### src/rtl/regfile_pkg.sv
// Shared defaults for the register file with load scoreboard.
// The top register is the link register: reads return the PC link value, writes are dropped.
package regfile_pkg;

  localparam int unsigned DATA_W_DEF = 32;
  localparam int unsigned NREGS_DEF  = 16;
  localparam int unsigned NRP_DEF    = 3;
  localparam int unsigned LINK_REG   = NREGS_DEF - 1;

  function automatic int unsigned link_reg(input int unsigned nregs);
    return nregs - 1;
  endfunction

endpackage

### src/rtl/regfile_scoreboard.sv
// Pending-load scoreboard: one bit per register, set by accepted load issue, cleared by load
// write-back, with a registered population count and a combinational WAW issue guard.
module regfile_scoreboard
  import regfile_pkg::*;
#(
  parameter int unsigned NREGS = NREGS_DEF,
  parameter int unsigned NRP   = NRP_DEF,
  localparam int unsigned AW   = $clog2(NREGS)
) (
  input  logic                   i_clk,
  input  logic                   i_rst_n,
  input  logic                   i_iss_valid,
  input  logic [AW-1:0]          i_iss_reg,
  input  logic                   i_we_b,
  input  logic [AW-1:0]          i_wa_b,
  input  logic [NRP-1:0][AW-1:0] i_ra,
  output logic                   o_iss_ready,
  output logic [NRP-1:0]         o_rd_valid,
  output logic [AW:0]            o_pend_cnt
);

  localparam logic [AW-1:0] LinkIdx = AW'(link_reg(NREGS));

  logic [NREGS-1:0] r_pend;
  logic [NREGS-1:0] w_pend_d;
  logic [AW:0]      r_cnt;
  logic [AW:0]      w_cnt_d;
  logic             w_iss_ready;

  assign w_iss_ready = !r_pend[i_iss_reg] || (i_we_b && (i_wa_b == i_iss_reg));

  always_comb begin
    w_pend_d = r_pend;
    if (i_we_b) begin
      w_pend_d[i_wa_b] = 1'b0;
    end
    // Applied after the clear so a same-cycle set wins.
    if (i_iss_valid && w_iss_ready && (i_iss_reg != LinkIdx)) begin
      w_pend_d[i_iss_reg] = 1'b1;
    end
    w_cnt_d = '0;
    for (int unsigned k = 0; k < NREGS; k++) begin
      w_cnt_d = w_cnt_d + (AW+1)'(w_pend_d[k]);
    end
  end

  always_comb begin
    o_rd_valid = '0;
    for (int unsigned i = 0; i < NRP; i++) begin
      o_rd_valid[i] = !r_pend[i_ra[i]] || (i_we_b && (i_wa_b == i_ra[i]));
    end
  end

  always_ff @(posedge i_clk or negedge i_rst_n) begin
    if (!i_rst_n) begin
      r_pend <= '0;
      r_cnt  <= '0;
    end else begin
      r_pend <= w_pend_d;
      r_cnt  <= w_cnt_d;
    end
  end

  assign o_iss_ready = w_iss_ready;
  assign o_pend_cnt  = r_cnt;

endmodule

### src/rtl/regfile_sb.sv
// Multi-read, dual-write register file with write forwarding, a PC link register at the top
// index, and a pending-load scoreboard that qualifies read data and gates load issue.
module regfile_sb
  import regfile_pkg::*;
#(
  parameter int unsigned DATA_W = DATA_W_DEF,
  parameter int unsigned NREGS  = NREGS_DEF,
  parameter int unsigned NRP    = NRP_DEF,
  localparam int unsigned AW    = $clog2(NREGS)
) (
  input  logic                       clk,
  input  logic                       rst_n,
  input  logic [NRP-1:0][AW-1:0]     ra,
  output logic [NRP-1:0][DATA_W-1:0] rd,
  output logic [NRP-1:0]             rd_valid,
  input  logic                       we_a,
  input  logic [AW-1:0]              wa_a,
  input  logic [DATA_W-1:0]          wd_a,
  input  logic                       we_b,
  input  logic [AW-1:0]              wa_b,
  input  logic [DATA_W-1:0]          wd_b,
  input  logic [DATA_W-1:0]          pc_in,
  input  logic                       iss_valid,
  input  logic [AW-1:0]              iss_reg,
  output logic                       iss_ready,
  output logic [AW:0]                pend_cnt
);

  localparam logic [AW-1:0] LinkIdx = AW'(link_reg(NREGS));

  logic [DATA_W-1:0] r_mem [NREGS];
  logic [NRP-1:0]    w_sb_valid;

  always_ff @(posedge clk or negedge rst_n) begin
    if (!rst_n) begin
      for (int unsigned k = 0; k < NREGS; k++) begin
        r_mem[k] <= '0;
      end
    end else begin
      // Port A is written last so it wins an address collision.
      if (we_b && (wa_b != LinkIdx)) begin
        r_mem[wa_b] <= wd_b;
      end
      if (we_a && (wa_a != LinkIdx)) begin
        r_mem[wa_a] <= wd_a;
      end
    end
  end

  always_comb begin
    rd       = '0;
    rd_valid = '0;
    for (int unsigned i = 0; i < NRP; i++) begin
      if (ra[i] == LinkIdx) begin
        rd[i] = pc_in;
      end else if (we_a && (wa_a == ra[i])) begin
        rd[i] = wd_a;
      end else if (we_b && (wa_b == ra[i])) begin
        rd[i] = wd_b;
      end else begin
        rd[i] = r_mem[ra[i]];
      end
      rd_valid[i] = (ra[i] == LinkIdx) || w_sb_valid[i];
    end
  end

  regfile_scoreboard #(
    .NREGS (NREGS),
    .NRP   (NRP)
  ) u_scoreboard (
    .i_clk       (clk),
    .i_rst_n     (rst_n),
    .i_iss_valid (iss_valid),
    .i_iss_reg   (iss_reg),
    .i_we_b      (we_b),
    .i_wa_b      (wa_b),
    .i_ra        (ra),
    .o_iss_ready (iss_ready),
    .o_rd_valid  (w_sb_valid),
    .o_pend_cnt  (pend_cnt)
  );

endmodule

### config.mk
export PLATFORM = sky130hd
export DESIGN_NAME = regfile_sb
export DESIGN_NICKNAME = d
export VERILOG_FILES = /design/src/rtl/regfile_pkg.sv /design/src/rtl/regfile_scoreboard.sv /design/src/rtl/regfile_sb.sv
export SDC_FILE = /design/constraint.sdc
export NUM_CORES = 2
export LEC_CHECK = 0
export BUFFER_PORTS_ARGS = -buffer_cell sky130_fd_sc_hd__buf_2
export CORE_MARGIN = 5
export CORE_UTILIZATION = 30
export CTS_BUF_LIST = sky130_fd_sc_hd__clkbuf_8 sky130_fd_sc_hd__clkbuf_16
export CTS_CLUSTER_SIZE = 12
export DETAILED_ROUTE_END_ITERATION = 6
export GPL_ROUTABILITY_DRIVEN = 1
export GPL_TIMING_DRIVEN = 0
export SYNTH_ARGS = -nofsm -noshare
export SYNTH_HDL_FRONTEND = slang
export SYNTH_SLANG_ARGS = --single-unit
### constraint.sdc
create_clock -name clk -period 9 [get_ports clk]
set_input_delay 0.45 -clock clk [delete_from_list [all_inputs] [get_ports clk]]
set_output_delay 0.45 -clock clk [all_outputs]
set_load 0.02 [all_outputs]
==> results.txt <==
----------------------------------------------------
[Timing]
  Unrepaired setup endpoints after global routing ... no
  Setup total negative slack ... 0 ps
  Final worst hold slack ... approximately 240 ps
  Fin crit share ... between 60% and 70%
  Count of final hold-check violations ... 0
  Worst relative slew slack ... 0.0884%
  Max-slew violation count ... 0
  Final count of negative-setup-slack endpoints ... 0
  Final worst setup slack ... between 3000 and 4000 ps
  Crit path time final ... ~5400 ps
  Maximum clock frequency ... between 0.15 and 0.2 GHz
  Transition time at the pin with the least slew margin ... roughly 1500 ps
  Final setup skew ... between 10 and 15 ps

[Placement]
  Pre-CTS setup slack ... 3040 ps
  Routability-driven placement congestion ratio ... just under 1
  Quantity of I/O buffers inserted on ports ... 150
  Hpwl dp ... 140 mm

[GRT]
  Wire length of the first global-routing pass ... between 200 and 300 mm
  Overall track demand over capacity in global routing ... between 20% and 30%
  Largest net degree at the start of global routing ... around 120
  Sum of overflow across all layers after global routing ... 0
  Vias in the first global route ... between 30,000 and 40,000
  Number of antenna violations at the first check in global routing ... 28

[Pwr]
  Static leakage ... 18.0 nW
  IR drop worst, VDD ... about 200 µV
  Power per unit of standard cell area ... between 200 and 250 nW/µm²

[Logic synthesis]
  Main flop type after synthesis ... dfrtp_1
  Synth top area share ... 33.3%
  Async set-reset flop share out of synthesis ... 100%
  Register bit count reported by yosys ... between 500 and 600
  Post-synthesis net count ... between 4,000 and 5,000
  Most area-consuming cells after synthesis ... dfrtp_1 (33%), mux4_2 (23%), mux2i_1 (14%)
  Number of synthesis warnings ... 0
  Proportion of synthesized chip area in sequential cells ... 33.3%
  Number of distinct library cells after synthesis ... 53
  Post-Synthesis Cells ... between 3,000 and 4,000
  Number of synthesized flops with an enable pin ... 0
  Per-instance average area after synthesis ... between 10 and 15 µm²
  Area of the mapped netlist ... 40,000 µm²
  Post-synthesis cell type with the largest combined area ... dfrtp_1

[Layout]
  Fillcell total ... 13,600
  Number of nets in the layout ... ~4,300
  Area growth from synthesis to final layout ... 13.7%
  Fraction of final layout cells sized beyond drive strength 1 ... approximately a fifth
  Commonest non-fill, non-tap cell in the layout ... nor2_1
  Leading cell types in the layout, fill and taps excluded ... nor2_1 (560), mux2i_1 (544), dfrtp_1 (533), mux4_2 (401), clkbuf_1 (300)

[Clock tree]
  Number of H-tree levels ... 3
  Number of buffers added to fix hold violations after cts ... 1
  Total setup buffers inserted after CTS ... 0
  Post-cts gate resize count ... 0
  CTS Root Cell ... clkbuf_16
  Buffer levels on the longest clock path ... 3
  Source-to-sink clock delay at the later pin of the worst-skew pair ... approximately 630 ps
  Clock tree sinks ... approximately 530
  CTS buffer count ... slightly below 70
  Register clock-pin slew on the reported worst setup and hold paths ... approximately 50 ps
  TritonCTS clock tree ... built

[Floorplan]
  Std cell rows ... approximately 130
  Die Wd ... ~380 µm
  Initial Utilization ... 30.1%
  Die ar. ... between 100,000 and 150,000 µm²
  Core box area ... 133,000 µm²
  I/O pin count ... 230
  Die height ... around 380 µm

[Setup path]
  Data required time of the critical path ... roughly 9600 ps
  Cell repeated most along the worst path ... fa_1
  Cells along the critical path ... buf_2, buf_2, nor2_1, nand2_1, clkbuf_1, nand2_1, o21ai_0, ha_1, inv_1, fa_1, fa_1, fa_1, inv_1, fa_1, fa_1, inv_1, fa_1, nor2b_1, o21a_1
  Crit Path Max Fanout ... 10
  Slowest CP cell ... clkbuf_1
  Highest cell delay on the worst timing path ... approximately 890 ps
  Sort of element at the end of the critical path ... flip-flop
  Arrival time worst endpoint ... approximately 6000 ps
  Worst Path Class, Setup ... input port to flip-flop
  Nature of the critical path startpoint ... input port

[Routing]
  Final routed DRC violation total ... 0
  Count of routing violations after the opening detailed-route iteration ... approximately 6,200
  Remaining antenna violation count after routing ... 0
  Number of search-and-repair iterations in the first detailed-routing pass ... 6
  Per-cell routed wire length ... about 33 µm
  Via-to-Cell Ratio ... about 6.5
  Final Routed Wirelength ... 200 mm
  Via count of the routed design ... 38,600

[Run]
  Count of maximum capacitance violations ... 2

[Run status]
  Result of the run ... finished, violations left
  Failing checks ... max-capacitance violations

[Min path]
  Worst min-delay path category ... input port to flip-flop

----------------------------------------------------
==> cell usage after synthesis, drive strengths merged, types with 3 or more instances <==
library cell / instances
a2111oi: 31
a211oi: 65
a21oi: 297
a22o: 30
buf: 212
clkbuf: 301
dfrtp: 533
fa: 10
ha: 5
inv: 17
mux2: 31
mux2i: 544
mux4: 401
nand2: 253
nand2b: 7
nand3: 11
nand3b: 3
nand4: 11
nor2: 560
nor2b: 12
nor3: 68
nor3b: 3
nor4: 66
o21a: 4
o21ai: 218
o22ai: 161
or2: 7
or3b: 3
xnor2: 26
xor2: 3
==> where the power goes <==
group	internal (mW)	total, mW	switching (mW)	leakage (nW)
combinational	1.73	3.58	1.84	10.5
clock	1.68	2.89	1.21	1.18
sequential	2.99	3.58	0.591	6.38
==> layer usage <==
metal | GRT usage, % | up-vias | share of wire (%)
li1 | - | 15100 | -
met1 | 32.7 | 19300 | 35
met2 | 38.9 | 3466 | 42
met3 | 12.7 | 809 | 15
met4 | 16.7 | 20 | 7.2
met5 | 3.33 | - | 0.25
==> per-stage QoR <==
stage               cell area (µm²)  total power, mW  util, %  instances
global route                  45500             10.4     34.2       5969
floorplan                     40000             5.97        -       3912
finish                        45500             10.1     34.2       5979
detailed placement            43200             7.09     32.4       5835
global placement              43000             6.98     32.3       5830
CTS                           45500             9.94     34.2       5958
==> kinds of logic (layout without fill, tap and decap cells) <==
kind of cell / count (synthesis) / after routing / synth area share (%)
multiplexers: 976 / 976 / 37.0
adder cells (fa/ha/maj): 15 / 15 / 0.656
flip-flops: 533 / 533 / 33.3
AO/OA/AOI/OAI: 814 / 814 / 12.0
buffers and inverters: 530 / 809 / 5.70
other: 0 / 20 / 0
XOR/XNOR: 29 / 29 / 0.634
AND/OR/NAND/NOR: 1015 / 1015 / 10.7
==> registers in the layout, summed over array words and instances, names as in the netlist <==
signal,cells
r_mem,512
u_scoreboard.r_pend,16
u_scoreboard.o_pend_cnt,5
==> critical path, delay by kind of cell <==
family          cells  cell delay [ps]
simple gates        4              830
compound gates      2              270
fa+ha+maj           7             2930
buf+inv             6             1480
==> path summary, 6_finish.rpt <==
path,depth (start not counted),start,slack (ps),end
setup reg to reg,16,u_scoreboard.r_pend[3],4130,u_scoreboard.o_pend_cnt[4]
max in group asynchronous,5,rst_n,6870,r_mem[16]
hold reg to reg,1,r_mem[3],500,r_mem[3]
hold / removal,3,iss_valid,240,u_scoreboard.r_pend[7]
setup / recovery,19,wa_b[0],3570,u_scoreboard.o_pend_cnt[4]
min in group asynchronous,2,rst_n,360,u_scoreboard.o_pend_cnt[1]
==> area by class of cell <==
cell class | count | area (µm²) | share of cell area [%]
flip-flops and latches | 533 | 13300 | 29.3
clock inverters | 35 | 302 | 0.662
inverters | 17 | 63.8 | 0.140
plain buffers | 513 | 2220 | 4.87
multi-input cells | 2849 | 24400 | 53.7
well taps | 1768 | 2210 | 4.86
clock buffers | 87 | 2000 | 4.39
diodes | 20 | 50.0 | 0.110
repair buffers | 157 | 916 | 2.01
Note: power is estimated with default switching activity, not from simulation.
